$ cat src/rtl/obufds_drive_gen.sv
`default_nettype none
// ============================================================================
//  Module      : obufds_drive_gen
//  Description : Generates the I inputs of two differential output buffers
//                from four switches. Each lane shows either a static data
//                level or a blinking level, selected by a debounced enable
//                switch. Blink edges come from one shared prescaler tick.
//  Revision    : 1.0 - initial release
// ============================================================================
module obufds_drive_gen #(
   parameter logic [19:0] DEBOUNCE_CYCLES = 20'd500000,
   parameter logic [23:0] BLINK_DIV       = 24'd10000000
) (
   input  logic       clk,
   input  logic       rst_n,
   input  logic [3:0] sw,
   output logic [1:0] buf_i,
   output logic [3:0] sw_db,
   output logic [1:0] lane_blink
);

   typedef enum logic [0:0] {
      ST_STATIC = 1'b0,
      ST_BLINK  = 1'b1
   } lane_state_t;

   localparam logic [23:0] C_PRESC_LAST = BLINK_DIV - 24'd1;

   logic [3:0]  sync1_q;
   logic [3:0]  sync2_q;
   logic [23:0] presc_q;
   logic [23:0] presc_d;
   logic        tick;

   // Two-flop synchronizer; only sync2_q is used by downstream logic.
   always_ff @(posedge clk) begin
      if (!rst_n) begin
         sync1_q <= 4'b0000;
         sync2_q <= 4'b0000;
      end else begin
         sync1_q <= sw;
         sync2_q <= sync1_q;
      end
   end

   // Per-bit debouncer: sw_db adopts the synced level after it has differed
   // for DEBOUNCE_CYCLES consecutive cycles.
   for (genvar b = 0; b < 4; b++) begin : g_debounce
      logic [19:0] cnt_q;
      logic [19:0] cnt_d;
      logic        db_q;
      logic        db_d;

      // Next-state for counter and debounced level.
      always_comb begin
         cnt_d = 20'd0;
         db_d  = db_q;
         if (sync2_q[b] != db_q) begin
            if (cnt_q + 20'd1 == DEBOUNCE_CYCLES) begin
               db_d  = sync2_q[b];
               cnt_d = 20'd0;
            end else begin
               cnt_d = cnt_q + 20'd1;
            end
         end
      end

      // Debouncer state register.
      always_ff @(posedge clk) begin
         if (!rst_n) begin
            cnt_q <= 20'd0;
            db_q  <= 1'b0;
         end else begin
            cnt_q <= cnt_d;
            db_q  <= db_d;
         end
      end

      assign sw_db[b] = db_q;
   end

   // Free-running prescaler; never restarted by the lanes so both lanes
   // share the same blink edges.
   always_comb begin
      tick    = (presc_q == C_PRESC_LAST);
      presc_d = tick ? 24'd0 : presc_q + 24'd1;
   end

   // Prescaler register.
   always_ff @(posedge clk) begin
      if (!rst_n) begin
         presc_q <= 24'd0;
      end else begin
         presc_q <= presc_d;
      end
   end

   // Per-lane STATIC/BLINK controller and registered drive bit.
   for (genvar i = 0; i < 2; i++) begin : g_lane
      lane_state_t state_q;
      lane_state_t state_d;
      logic        phase_q;
      logic        phase_d;
      logic        buf_q;
      logic        buf_d;

      // Next-state, phase and drive value; the entry edge never toggles phase.
      always_comb begin
         state_d = state_q;
         phase_d = phase_q;
         buf_d   = (state_q == ST_BLINK) ? phase_q : sw_db[2*i];
         unique case (state_q)
            ST_STATIC: begin
               if (sw_db[2*i+1]) begin
                  state_d = ST_BLINK;
                  phase_d = sw_db[2*i];
               end
            end
            ST_BLINK: begin
               if (!sw_db[2*i+1]) begin
                  state_d = ST_STATIC;
               end else if (tick) begin
                  phase_d = ~phase_q;
               end
            end
            default: state_d = ST_STATIC;
         endcase
      end

      // Lane state, phase and output register.
      always_ff @(posedge clk) begin
         if (!rst_n) begin
            state_q <= ST_STATIC;
            phase_q <= 1'b0;
            buf_q   <= 1'b0;
         end else begin
            state_q <= state_d;
            phase_q <= phase_d;
            buf_q   <= buf_d;
         end
      end

      assign buf_i[i]      = buf_q;
      assign lane_blink[i] = (state_q == ST_BLINK);
   end

endmodule
`default_nettype wire

$ cat config.mk
export PLATFORM = sky130hd
export DESIGN_NAME = obufds_drive_gen
export DESIGN_NICKNAME = d
export VERILOG_FILES = /design/src/rtl/obufds_drive_gen.sv
export SDC_FILE = /design/constraint.sdc
export NUM_CORES = 1
export LEC_CHECK = 0
export ABC_AREA = 1
export BUFFER_PORTS_ARGS = -buffer_cell sky130_fd_sc_hd__buf_2
export CELL_PAD_IN_SITES_DETAIL_PLACEMENT = 1
export CELL_PAD_IN_SITES_GLOBAL_PLACEMENT = 1
export CORE_MARGIN = 2
export CORE_UTILIZATION = 45
export DETAILED_ROUTE_END_ITERATION = 16
export GPL_TIMING_DRIVEN = 0
export PLACE_DENSITY = 0.8
export SLEW_MARGIN = 30
export SYNTH_ARGS = -nofsm -noshare
export SYNTH_HDL_FRONTEND = slang
export SYNTH_SLANG_ARGS = --single-unit
$ cat constraint.sdc
create_clock -name clk -period 2.2 [get_ports clk]
set_clock_uncertainty 0.05 [all_clocks]
set_input_delay 0.11 -clock clk [delete_from_list [all_inputs] [get_ports clk]]
set_output_delay 0.11 -clock clk [all_outputs]
set_load 0.01 [all_outputs]
==> flow_summary.json <==
{
  "slew_violations": 0,
  "leakage_nw": 2.80,
  "yosysTopAreaCellShare": 0.375,
  "place_congestion": 0.795,
  "finalHoldViolations": 0,
  "io_buffers": 12,
  "grt_usage": 0.220,
  "dpl_worst_slack_ps": -233,
  "max_freq_ghz": 0.478,
  "setup_viol": 0,
  "layout_min_cycle_time_ps": 2090,
  "ys_top_cells_by_area": "dfxtp_1, nand2_1, nor2_1, inv_1, nand3_1",
  "htreeDepth": 4,
  "grt_pass1_wl_um": 28400,
  "grt_max_degree": 17,
  "worstSetupStartpointType": "flop",
  "vias": 6166,
  "clockRootBuffer": "clkbuf_16",
  "clockBufferDepth": 2,
  "io_pins": 14,
  "coreArea_um2": 14000,
  "setup-tns-final_ps": 0,
  "ys.warnings.count": 0,
  "rows": 43,
  "required_ps": 2450,
  "start_util": 0.465,
  "worst_slew_pin_slew_ps": 486,
  "dpl_cell_area_um2": 6790,
  "status": "completed",
  "synth_top_family_by_area": "simple AND/OR/NAND/NOR gates",
  "arrival_ps": 2340,
  "synthCells": 996,
  "ant_nets": 0,
  "final_area_um2": 7780,
  "nets": 1056,
  "area.growth.synth_to_final_pct": 19.6,
  "synth_area_per_cell_um2": 6.53,
  "cts_tree": "yes",
  "path_max_fanout": 10,
  "r2r_slack_ps": 110,
  "period_share": 0.952,
  "yosysUniqueCellTypes": 38,
  "slowest_delay_ps": 380,
  "grt-ovfl-total": 0,
  "numCtsBuffers": 17,
  "max_cap_viol_count": 0,
  "dpl.hpwl_um": 12100,
  "end_kind": "flop",
  "wl_um": 16700,
  "path_cells": "ha_4, nand3_4, inv_2, nand2_2, nor2_4, xnor2_1, nand3_1, nor2_2, nand2_2, nand2_4, buf_8, nor2_2",
  "yosys.area_share.adder": 0.0173,
  "synthesis.nets": 1011,
  "yosysTopAreaCell": "dfxtp_1",
  "rsz0062_at_grt": "true",
  "synth_seq_area_share": 0.375,
  "clk_latency_ps": 410,
  "path_class": "flop to flop",
  "yosys.area_share.simple": 0.420,
  "remaining_drc_errors": 0,
  "antenna_found_initial": 1,
  "synth_compound_area_frac": 0.0481,
  "first_pass_iters": 4,
  "slew_headroom": 0.676,
  "total_power_mw": 4.96,
  "die_h_um": 124,
  "grt_pass1_vias": 6271,
  "synthXorXnorAreaFrac": 0.0321,
  "setup_ws_ps": 106,
  "drive_above_1_share": 0.167,
  "async_flop_share": 0,
  "drtIter0Drc": 255,
  "ys_ff_latch": 122,
  "pwr_density_cell_nw_per_um2": 638,
  "clock_sinks": 122,
  "wl_per_cell_um": 13.6,
  "cts.clk_slew.worst_paths_ps": 50,
  "peakVddDrop_mv": 0.539,
  "synth_flop_cell": "dfxtp_1",
  "syn_area_um2": 6500,
  "synth_edf_count": 0,
  "die-area_um2": 15400,
  "hold_path.class": "input port to flop",
  "synthMuxAreaShare": 0,
  "drt-vias-per-instance": 4.99,
  "slowest_stage": "dfxtp_2",
  "die_w_um": 124
}
[placed cells by master, fill, tap and decap left out, drive strengths merged, types with 17 or more instances in the layout]
| cell type | count |
|---|---|
| o21ai | 17 |
| clkbuf | 29 |
| dfxtp | 122 |
| buf | 37 |
| inv | 148 |
| a21oi | 26 |
| nand2 | 282 |
| nand4 | 26 |
| nor2 | 210 |
| nand3 | 59 |
[metal layers]
layer | vias to the layer above | GRT usage | wire, um
li1 | 3177 | - | -
met4 | 0 | 0.0753 | 310
met1 | 2908 | 0.266 | 7730
met5 | - | 0 | 0
met3 | 26 | 0.0443 | 328
met2 | 55 | 0.389 | 8370
[critical path: cells and delay by family (launching register included)]
| kind | cells | cell delay [ps] |
|---|---|---|
| simple gates | 8 | 930 |
| flops | 1 | 380 |
| buf+inv | 2 | 250 |
| xor+xnor | 1 | 180 |
| fa+ha+maj | 1 | 170 |
[cell type report]
type	instances	area (um^2)
sequential	122	2470
timing repair buffer	26	175
multi-input combinational	707	3620
buffer	19	163
tap	180	225
inverter	148	558
fill	1886	6210
clock inverter	7	65.1
clock buffer	25	495
antenna	1	2.50
[sequential cells by signal, summed over array words and instances, names as in the netlist]
name,flops
g_debounce.cnt_q,80
g_debounce.db_q,4
g_lane.buf_q,2
g_lane.phase_q,2
g_lane.state_q,2
presc_q,24
sync1_q,4
sync2_q,4
[what timing repair did]
action	in CTS	in global routing
pin swaps	1	9
setup endpoints to repair	87	85
resized for setup	21	74
setup buffers	4	6
endpoints found under the hold margin	4	0
hold buffers	4	0
[final timing paths]
kind / depth (start not counted) / from / end
min: 3 / rst_n / g_debounce[3].db_q
max: 12 / g_debounce[2].cnt_q[1] / g_debounce[2].cnt_q[2]
max reg2reg: 12 / g_debounce[2].cnt_q[1] / g_debounce[2].cnt_q[2]
min reg2reg: 2 / sync1_q[2] / sync2_q[2]
[per-stage QoR]
| stage | utilization | std cells | hold WS [ps] |
|---|---|---|---|
| 2_1_floorplan | - | 996 | 158 |
| 3_3_place_gp | 0.485 | 1188 | 256 |
| 3_5_place_dp | 0.485 | 1188 | 257 |
| 4_1_cts | 0.535 | 1228 | 70.9 |
| 5_1_grt | 0.556 | 1235 | 113 |
| 6_report | 0.556 | 1235 | 85.3 |
[report_power, final]
part           total (mW)  internal [mW]  switching, mW
registers            2.23           2.22        0.00946
clock network        2.65           1.66          0.985
logic              0.0806         0.0312         0.0494
[cells by family after synthesis]
logic type / Yosys count
AND/OR/NAND/NOR: 619
XOR/XNOR: 23
adder cells (fa/ha/maj): 9
AO/OA/AOI/OAI: 56
buffers and inverters: 167
flip-flops: 122
[cells in the mapped netlist, types with 10 or more instances]
library cell,number
nand2_1,273
o21ai_0,13
nor3_1,10
nor2_1,182
nand3_1,56
xor2_1,14
inv_1,145
dfxtp_1,122
buf_4,12
a21oi_1,26
nand4_1,26
nor2_2,24
nand3b_1,14
(Power assumes the default switching activity.)
